[src/rtl/proj_fm_minscan.sv]
// proj_fm_minscan -- scans a window of fragment indices, hashes each returned
// fragment and reports the smallest hash together with the index that
// produced it.
//
// Ports
//   clk          rising-edge clock
//   rst          asynchronous active-high reset
//   start        one-cycle pulse, begins a scan (ignored unless idle)
//   frag_idx     signed index to the fragment memory (0 when not scanning)
//   frag_rdata   fragment data, valid one cycle after frag_idx
//   busy         high whenever the block is not idle
//   out_valid    result valid, held until out_ready
//   out_ready    consumer accepts the result
//   out_min_hash minimum hash of the scan
//   out_min_idx  index that produced out_min_hash
module proj_fm_minscan #(
  parameter int          FRAG_LEN          = 32,
  parameter int          SIGNED_INDICE_LEN = 12,
  parameter int          IDX_FIRST         = 0,
  parameter int          IDX_LAST          = 992,
  parameter int          STRIDE            = 2,
  parameter int          HASH_BITS         = 32,
  parameter logic [31:0] SEED              = 32'h5A5A_5A5A
) (
  input  logic                                clk,
  input  logic                                rst,
  input  logic                                start,
  output logic signed [SIGNED_INDICE_LEN-1:0] frag_idx,
  input  logic [FRAG_LEN-1:0]                 frag_rdata,
  output logic                                busy,
  output logic                                out_valid,
  input  logic                                out_ready,
  output logic [HASH_BITS-1:0]                out_min_hash,
  output logic signed [SIGNED_INDICE_LEN-1:0] out_min_idx
);
  localparam int W      = SIGNED_INDICE_LEN;
  localparam int N      = (IDX_LAST - IDX_FIRST) / STRIDE + 1;
  localparam int CW     = (N > 1) ? $clog2(N) : 1;
  localparam int STAGES = 2;
  localparam logic signed [W-1:0] FIRST_I  = W'(IDX_FIRST);
  localparam logic signed [W-1:0] STRIDE_I = W'(STRIDE);
  localparam logic [CW-1:0]       LAST_CNT = CW'(N - 1);
  localparam logic [31:0]         GOLDEN   = 32'h9E37_79B1;

  typedef enum logic [1:0] {IDLE, SCAN, DRAIN, OUT} state_t;

  state_t          state;
  logic [CW-1:0]   scan_cnt;
  logic [1:0]      drain_cnt;
  // [0]: frag_idx issued this cycle, [1]: frag_rdata valid, [2]: p valid
  logic [STAGES:0] vld_pipe;

  // Control. DRAIN holds for four cycles so the last hash has settled and
  // out_valid rises N+4 edges after the edge that sampled start.
  always_ff @(posedge clk or posedge rst) begin
    if (rst) begin
      state     <= IDLE;
      frag_idx  <= '0;
      scan_cnt  <= '0;
      drain_cnt <= '0;
      busy      <= 1'b0;
      out_valid <= 1'b0;
      vld_pipe  <= '0;
    end else begin
      vld_pipe <= {vld_pipe[STAGES-1:0], 1'b0};
      case (state)
        IDLE: if (start) begin
          state       <= SCAN;
          busy        <= 1'b1;
          frag_idx    <= FIRST_I;
          scan_cnt    <= '0;
          vld_pipe[0] <= 1'b1;
        end
        SCAN: if (scan_cnt == LAST_CNT) begin
          state     <= DRAIN;
          frag_idx  <= '0;
          drain_cnt <= '0;
        end else begin
          frag_idx    <= frag_idx + STRIDE_I;
          scan_cnt    <= scan_cnt + 1'b1;
          vld_pipe[0] <= 1'b1;
        end
        DRAIN: if (drain_cnt == 2'd3) begin
          state     <= OUT;
          out_valid <= 1'b1;
        end else begin
          drain_cnt <= drain_cnt + 1'b1;
        end
        OUT: if (out_ready) begin
          state     <= IDLE;
          out_valid <= 1'b0;
          busy      <= 1'b0;
        end
        default: state <= IDLE;
      endcase
    end
  end

  // Hash pipeline: stage 1 mixes and multiplies, stage 2 folds and compares.
  logic [31:0]         prod, p, h;
  logic signed [W-1:0] idx1, idx2;
  logic                first;

  assign prod = (frag_rdata[31:0] ^ SEED) * GOLDEN;
  assign h    = p ^ (p >> 15);

  always_ff @(posedge clk or posedge rst) begin
    if (rst) begin
      p            <= '0;
      idx1         <= '0;
      idx2         <= '0;
      first        <= 1'b0;
      out_min_hash <= '0;
      out_min_idx  <= '0;
    end else begin
      idx1 <= frag_idx;
      if (vld_pipe[1]) begin
        p    <= prod;
        idx2 <= idx1;
      end
      if (state == IDLE && start) first <= 1'b1;
      // strict compare: an equal hash keeps the earlier (lower) index
      if (vld_pipe[2]) begin
        if (first || (h[HASH_BITS-1:0] < out_min_hash)) begin
          out_min_hash <= h[HASH_BITS-1:0];
          out_min_idx  <= idx2;
        end
        first <= 1'b0;
      end
    end
  end
endmodule

[config.mk]
export PLATFORM = sky130hd
export DESIGN_NAME = proj_fm_minscan
export DESIGN_NICKNAME = d
export VERILOG_FILES = /design/src/rtl/proj_fm_minscan.sv
export SDC_FILE = /design/constraint.sdc
export NUM_CORES = 1
export LEC_CHECK = 0
export ABC_CLOCK_PERIOD_IN_PS = 11300
export BUFFER_PORTS_ARGS = -buffer_cell sky130_fd_sc_hd__buf_2
export CORE_MARGIN = 2
export CORE_UTILIZATION = 40
export DETAILED_ROUTE_END_ITERATION = 10
export GPL_TIMING_DRIVEN = 0
export HOLD_SLACK_MARGIN = 0.1
export PLACE_DENSITY = 0.66
export REMOVE_ABC_BUFFERS = 1
export SYNTH_ARGS = -nofsm -noshare
export SYNTH_HDL_FRONTEND = slang
export SYNTH_SLANG_ARGS = --single-unit
[constraint.sdc]
create_clock -name clk -period 11.3 [get_ports clk]
set_input_delay 2.825 -clock clk [delete_from_list [all_inputs] [get_ports clk]]
set_output_delay 2.825 -clock clk [all_outputs]
set_load 0.005 [all_outputs]
==> results of run 1 <==
## registers in the layout, indices dropped and copies added (netlist names)
signal        cells
out_min_hash     32
p                32
frag_idx         11
idx1             11
idx2             11
out_min_idx      11
scan_cnt          9
vld_pipe          3
drain_cnt         2
state             2
busy              1
first             1
out_valid         1
## cells in the mapped netlist, drive strengths merged (3+ instances only)
| master | instances | area [um2] |
|---|---|---|
| fa | 204 | 4084 |
| o21ai | 96 | 488.0 |
| xnor2 | 44 | 385.4 |
| and2 | 3 | 18.77 |
| clkbuf | 55 | 206.5 |
| dfrtp | 127 | 3178 |
| inv | 383 | 1438 |
| nand3 | 112 | 560.5 |
| o21a | 5 | 37.54 |
| a31oi | 4 | 25.02 |
| nor3 | 5 | 25.02 |
| nor2 | 66 | 247.7 |
| xor2 | 36 | 315.3 |
| a21oi | 67 | 342.8 |
| buf | 4 | 22.52 |
| a21o | 23 | 172.7 |
| a221oi | 12 | 105.1 |
| a222oi | 18 | 180.2 |
| nor2b | 14 | 87.58 |
| or3 | 6 | 37.54 |
| nand4 | 13 | 81.33 |
| nand2b | 6 | 37.54 |
| ha | 226 | 2828 |
| o31ai | 5 | 37.54 |
| nand2 | 43 | 161.4 |
| and3 | 57 | 356.6 |
| a211oi | 6 | 45.04 |
| o211ai | 3 | 22.52 |
| mux2 | 32 | 364.1 |
| o21bai | 3 | 22.52 |
## critical path, cell delays in order
cell and delay, ns:
buf_2 0.31, inv_1 0.15, fa_1 0.53, inv_1 0.05, fa_1 0.39, fa_1 0.49, inv_1 0.05, fa_1 0.47
inv_1 0.06, fa_1 0.50, inv_1 0.06, fa_1 0.52, inv_1 0.05, fa_1 0.47, inv_1 0.05, fa_1 0.50
inv_1 0.05, ha_1 0.33, and3_1 0.22, and3_1 0.19, a22oi_1 0.15, nand2_1 0.14, a21oi_1 0.31, o21ai_0 0.26
a311o_1 0.41, o311ai_0 0.11
## kinds of logic (layout without fill, tap and decap cells)
| logic type | after synthesis | in the layout | share of synthesized area |
|---|---|---|---|
| mux | 33 | 33 | 0.02314 |
| buf+inv | 443 | 518 | 0.1033 |
| xor+xnor | 80 | 80 | 0.04334 |
| simple gates | 329 | 329 | 0.1015 |
| flops | 127 | 127 | 0.1966 |
| fa+ha+maj | 430 | 430 | 0.4275 |
| other cells | 1 | 2 | 0.0002320 |
| compound gates | 263 | 263 | 0.1043 |
## worst max path at each step
| stage | cells after the start | to | slack [ns] |
|---|---|---|---|
| 2_1_floorplan | 24 | p[26]$_DFFE_PP0P_ | 2.47 |
| 3_3_place_gp | 26 | p[29]$_DFFE_PP0P_ | 1.68 |
| 3_5_place_dp | 26 | p[29]$_DFFE_PP0P_ | 1.58 |
| 4_1_cts | 26 | p[29]$_DFFE_PP0P_ | 2.02 |
| 5_1_grt | 26 | p[29]$_DFFE_PP0P_ | 1.66 |
| 6_report | 26 | p[29]$_DFFE_PP0P_ | 1.96 |
## routing by layer
layer  part of all wire  vias up
li1                   -     5719
met2               0.47      403
met5            0.00029        -
met1               0.44     6147
met4              0.030        2
met3              0.052       75
## stage by stage
| stage | worst slack [ns] | hold slack, ns | utilization |
|---|---|---|---|
| final | 1.957 | 0.3736 | 0.4491 |
| after global routing | 1.658 | 0.3748 | 0.4491 |
| after CTS | 2.016 | 0.3778 | 0.4491 |
| after detailed placement | 1.581 | 0.3593 | 0.4339 |
| after global placement | 1.678 | 0.3323 | 0.4282 |
| after floorplan | 2.470 | 0.3312 | - |
## area by class of cell
cell class / instances / area (um2) / share of cell area
Clock buffer: 19 / 442.9 / 0.02477
Clock inverter: 13 / 161.4 / 0.009025
Inverter: 384 / 1446 / 0.08087
Multi-Input combinational cell: 1137 / 11350 / 0.6345
Sequential cell: 127 / 3182 / 0.1779
Tap cell: 525 / 656.9 / 0.03673
Timing Repair Buffer: 102 / 648.1 / 0.03624
==> flow_summary.yaml, run 1 <==
critical_path:
  crit_fanout: 10
  timing.rr.end: "out_min_hash[31]$_DFFE_PP0P_"
  rr_worst_depth: 9
  r2r_slack_ns: 7.77
  crit_required_ns: 11.59
  critPathLaunchType: "input port"
  worstPathArrival_ns: 9.63
  critical_path_class: "input port to register"
  end_kind: "register"
  reg2reg_from: "p[29]$_DFFE_PP0P_"
  startpoint: "frag_rdata[5]"
route:
  dr.pass1.iters: 5
  vias: 12350
  ant_nets: 0
  vias_per_cell: 5.352
  drc: 0
  drt-initial-drc-count: 936
  wl_per_cell_um: 17.81
  drt-total-wl_mm: 41.08
die:
  rows: 73
  die_width_um: 205.0
  dieArea_um2: 42040
  start_util: 0.4060
  core_area_um2: 39820
  io-pin-count: 94
  dieHeight_um: 205.0
sta:
  finalSetupTns_ns: 0
  maxSlewHeadroom: 0.04702
  maxSlewViolCount: 0
  tightest_slew_ns: 1.429
  hold_viol_final: 0
  rsz0062_at_grt: "false"
  finalCritPeriodShare: 0.8268
  finalSetupViolCount: 0
  fin_skew_ns: 0.01003
  max_freq_mhz: 107.0
  period_minus_slack_ns: 9.343
placed_design:
  gp_congestion: 0.9111
  place_area_um2: 17280
  dp_hpwl_mm: 32.30
  portBuffers: 91
  place_inst: 2275
min_path:
  hold_depth: 0
  hp-class: "register to register"
  min_to: "vld_pipe[1]$_DFF_PP0_"
  hold_path_startpoint: "vld_pipe[0]$_DFF_PP0_"
clock_tree:
  max-clock-path-buffers: 2
  clock_latency_ns: 0.42
  clk_pin_slew_ns: 0.05
  cts_root_buffer: "clkbuf_16"
  cts_hold_buf: 0
  cts_made_buffers: 17
  cts_resized: 0
  post-cts-setup-buffer-count: 0
  cts_sinks: 127
  htreeDepth: 4
  cts_tree: "yes"
global_routing:
  overflow: 0
  grt_usage: 0.2047
  met2_usage: 0.3374
  grt_first_pass_wirelength_mm: 67.48
  grt.met3_usage: 0.02482
  grt_pass1_vias: 13040
  grt_max_degree: 95
  busiest_layer: "met2"
  grt_use_met1: 0.2804
  antenna_found_initial: 1
yosys:
  ys_types: 57
  yosys_warnings: 0
  syn_inst: 1706
  synthArstFlopShare: 1.000
  synth-edff-count: 0
  ys.flop_type: "dfrtp_1"
  avgSynthCellArea_um2: 9.476
  synth-seq-area-share: 0.1966
  ys_ff_latch: 127
  synth_area_um2: 16170
flow_run:
  cap_violations: 0
finish:
  nets: 2235
  drive_above_1_share: 0.1010
  layout.cells.non_filler: 2307
  diodes: 0
  final_cell_mix: "inv_1, ha_1, fa_1"
  final_cell_area_um2: 17880
  fillers: 3846
  area_delta_synth_final_pct: 10.63
  layout_commonest_cell: "inv_1"
status:
  status: "completed"
Power of run 1 is not shown: default switching activity piles up to over one toggle a cycle in this logic, so the estimate is an artifact.
==> run 2: changes to the inputs <==
- ABC_CLOCK_PERIOD_IN_PS: 11300 -> 8400
- PLACE_DENSITY: 0.66 -> 0.68
- clock period: 11.3 -> 8.4 ns (I/O delays scaled with it)
==> flow_summary.yaml, run 2 (synthesized netlist as in run 1, its figures left out) <==
status:
  status: "completed"
min_path:
  hp-class: "register to register"
  min_to: "vld_pipe[1]$_DFF_PP0_"
  hold_depth: 0
  hold_path_startpoint: "vld_pipe[0]$_DFF_PP0_"
critical_path:
  timing.rr.end: "out_min_idx[7]$_DFFE_PP0P_"
  worstPathArrival_ns: 8.53
  reg2reg_from: "p[28]$_DFFE_PP0P_"
  critical_path_class: "input port to register"
  end_kind: "register"
  crit_fanout: 5
  critPathLaunchType: "input port"
  r2r_slack_ns: 5.21
  rr_worst_depth: 11
  crit_required_ns: 8.71
global_routing:
  grt_max_degree: 71
  grt.met3_usage: 0.02927
  met2_usage: 0.3425
  grt_pass1_vias: 12820
  overflow: 0
  antenna_found_initial: 0
  grt_use_met1: 0.2709
  busiest_layer: "met2"
  grt_usage: 0.2026
  grt_first_pass_wirelength_mm: 66.72
die:
  rows: 73
  io-pin-count: 94
  dieArea_um2: 42040
  dieHeight_um: 205.0
  start_util: 0.4060
  die_width_um: 205.0
  core_area_um2: 39820
clock_tree:
  clock_latency_ns: 0.43
  htreeDepth: 4
  clk_pin_slew_ns: 0.06
  cts_hold_buf: 0
  cts_sinks: 127
  cts_tree: "yes"
  max-clock-path-buffers: 2
  cts_made_buffers: 17
  cts_root_buffer: "clkbuf_16"
route:
  drc: 0
  vias_per_cell: 5.283
  drt-initial-drc-count: 795
  vias: 12230
  drt-total-wl_mm: 40.93
  dr.pass1.iters: 6
  wl_per_cell_um: 17.68
  ant_nets: 0
finish:
  diodes: 0
  final_cell_mix: "inv_1, ha_1, fa_1"
  reg_top3: "out_min_hash (32), p (32)"
  nets: 2243
  area_delta_synth_final_pct: 11.49
  layout_commonest_cell: "inv_1"
  layout.cells.non_filler: 2315
  drive_above_1_share: 0.1128
sta:
  fin_skew_ns: 0.01001
  finalSetupViolCount: 0
  hold_viol_final: 0
  maxSlewHeadroom: 0.2562
  worst_slack_ns: 0.1798
  period_minus_slack_ns: 8.220
  max_freq_mhz: 121.7
  tightest_slew_ns: 1.114
  finalSetupTns_ns: 0
  maxSlewViolCount: 0
  finalCritPeriodShare: 0.9786
placed_design:
  gp_congestion: 0.8997
  portBuffers: 91
  place_ws_ns: -0.5561
  place_inst: 2274
  dp_hpwl_mm: 32.03
flow_run:
  cap_violations: 0
## run 2: worst max path at each step
stage,from,endpoint,slack (ns),depth (start not counted)
finish,frag_rdata[6],p[26]$_DFFE_PP0P_,0.18,24
global route,frag_rdata[6],p[26]$_DFFE_PP0P_,-0.01,24
CTS,frag_rdata[5],p[29]$_DFFE_PP0P_,0.02,26
detailed placement,frag_rdata[5],p[29]$_DFFE_PP0P_,-0.56,26
global placement,frag_rdata[5],p[29]$_DFFE_PP0P_,-0.46,26
floorplan,frag_rdata[9],p[26]$_DFFE_PP0P_,0.29,24
## run 2: cell type report
class	instances	area, um2
multi-input cells	1137	11390
clock inverters	12	156.4
fillers	3832	21800
flip-flops and latches	127	3182
clock buffers	20	466.7
inverters	384	1458
well taps	525	656.9
repair buffers	110	710.7
## run 2: through the flow
step	util	area (um2)	hold slack, ns
2_1_floorplan	-	15940	0.3312
3_3_place_gp	0.4282	17050	0.3315
3_5_place_dp	0.4335	17260	0.3534
4_1_cts	0.4493	17890	0.3682
5_1_grt	0.4526	18020	0.3744
6_report	0.4526	18020	0.3663
## run 2: worst max-delay path, cell delays in order
cell	delay, ns
buf_2	0.19
clkinvlp_4	0.19
buf_4	0.17
fa_1	0.52
inv_1	0.05
fa_1	0.38
fa_1	0.42
fa_1	0.51
inv_1	0.05
fa_1	0.52
fa_1	0.44
fa_1	0.54
inv_1	0.05
fa_1	0.52
inv_1	0.04
ha_1	0.36
a21oi_2	0.18
o21bai_1	0.12
a211oi_2	0.26
o21ai_2	0.11
a41o_1	0.28
a21oi_2	0.14
xnor2_1	0.11
mux2_4	0.27
## run 2: layer usage
layer  up-vias  part of all wire
li1       5737                 -
met1      6058              0.43
met2       373              0.49
met3        62             0.056
met4         0             0.026
met5         -                 0
## run 2: timing repair
action	in CTS	in global routing
setup endpoints to repair	4	7
resized for setup	2	18
pin swaps	0	1
buffers inserted	0	9
Power of run 2 is left out for the same reason.
==> run 3: changes to the inputs <==
- CTS_CLUSTER_DIAMETER: default -> 120
- PLACE_DENSITY: 0.68 -> default
- PLACE_DENSITY_LB_ADDON: default -> 0.25
==> flow_summary.yaml, run 3 (synthesized netlist as in run 1, its figures left out) <==
finish:
  diodes: 0
  fillers: 3863
  nets: 2253
  multi_input_comb_area_um2: 11400
  drive_above_1_share: 0.1178
  final_util: 0.4555
  reg_top3: "out_min_hash (32), p (32)"
  area_delta_synth_final_pct: 12.20
  final_cell_area_um2: 18140
  final_cell_mix: "inv_1, ha_1, fa_1"
  layout_commonest_cell: "inv_1"
  register_area_um2: 3182
clock_tree:
  htreeDepth: 4
  clk_pin_slew_ns: 0.05
  cts_hold_buf: 0
  max-clock-path-buffers: 2
  cts_sinks: 127
  cts_made_buffers: 17
  cts_root_buffer: "clkbuf_16"
  clock_latency_ns: 0.42
  cts_tree: "yes"
route:
  wl_per_cell_um: 17.77
  drt-total-wl_mm: 41.32
  drc: 0
  vias_per_cell: 5.252
  vias: 12210
  ant_nets: 0
  drt-initial-drc-count: 787
  dr.pass1.iters: 8
placed_design:
  gp_congestion: 0.8902
  portBuffers: 91
  place_area_um2: 17290
  dp_hpwl_mm: 32.33
sta:
  finalCritPeriodShare: 0.9692
  maxSlewViolCount: 0
  max_freq_mhz: 122.8
  finalSetupViolCount: 0
  maxSlewHeadroom: 0.2492
  fin_skew_ns: 0.01130
  hold_viol_final: 0
  period_minus_slack_ns: 8.142
  tightest_slew_ns: 1.125
die:
  start_util: 0.4060
  core_area_um2: 39820
  dieHeight_um: 205.0
  rows: 73
  io-pin-count: 94
  dieArea_um2: 42040
  die_width_um: 205.0
global_routing:
  grt_first_pass_wirelength_mm: 67.81
  antenna_found_initial: 0
  grt_max_degree: 85
  grt_pass1_vias: 12710
  overflow: 0
  grt_usage: 0.2060
critical_path:
  end_kind: "register"
  worstPathArrival_ns: 8.44
  critical_path_class: "input port to register"
  crit_required_ns: 8.70
  critPathLaunchType: "input port"
  crit_fanout: 9
flow_run:
  cap_violations: 0
min_path:
  hp-class: "register to register"
status:
  status: "completed"
==> run 3: final cells by class <==
cell class / count / share of cell area
multi-input combinational: 1137 / 0.6287
sequential: 127 / 0.1754
inverter: 384 / 0.08057
timing repair buffer: 120 / 0.04442
tap: 525 / 0.03621
clock buffer: 19 / 0.02442
clock inverter: 13 / 0.01028
==> run 3: timing repair <==
item,4_1_cts,5_1_grt
hold endpoints to repair,0,0
cloned,0,0
setup endpoints to repair,4,7
resized for setup,3,20
pin swaps,0,1
buffers inserted,0,17
==> run 3: path summary, 6_finish.rpt <==
| check | start | to | slack (ns) | depth (start not counted) |
|---|---|---|---|---|
| min | vld_pipe[0]$_DFF_PP0_ | vld_pipe[1]$_DFF_PP0_ | 0.35 | 0 |
| max | frag_rdata[2] | p[29]$_DFFE_PP0P_ | 0.26 | 24 |
| max in group asynchronous | rst | out_min_hash[11]$_DFFE_PP0P_ | 5.94 | 3 |
| max reg2reg | p[23]$_DFFE_PP0P_ | out_min_hash[12]$_DFFE_PP0P_ | 5.25 | 9 |
| min reg2reg | vld_pipe[0]$_DFF_PP0_ | vld_pipe[1]$_DFF_PP0_ | 0.35 | 0 |
| min in group asynchronous | rst | scan_cnt[7]$_DFFE_PP0P_ | 1.70 | 2 |
==> run 3: critical path, stage by stage <==
cell	delay (ns)
clkbuf_4	0.25
inv_1	0.15
fa_1	0.56
inv_1	0.07
fa_1	0.39
fa_1	0.50
inv_1	0.05
fa_1	0.47
inv_1	0.05
fa_1	0.45
ha_1	0.30
fa_1	0.49
inv_1	0.06
fa_1	0.51
inv_1	0.05
ha_1	0.37
a21oi_1	0.22
o21ai_0	0.16
a22oi_1	0.24
nand2_2	0.14
a21oi_4	0.22
o21ai_1	0.15
a311o_1	0.37
o311ai_0	0.10
==> run 3: layer usage <==
layer  up-vias  GRT usage  part of all wire
li1       5753          -                 -
met1      6118     0.2882              0.45
met2       301     0.3458              0.49
met3        39    0.02052             0.041
met4         0    0.04496             0.016
met5         -          0                 0
==> run 3: stage by stage <==
step                      setup TNS (ns)  instances  worst slack (ns)  hold slack [ns]
after CTS                              0       2308           0.01128           0.3572
after global placement            -3.123       2264           -0.5205           0.3314
final                                  0       2325            0.2585           0.3522
after global routing            -0.02692       2325          -0.01751           0.3653
after floorplan                        0       1648            0.2946           0.3312
after detailed placement          -3.499       2276           -0.5727           0.3447
Power of run 3 is left out for the same reason.
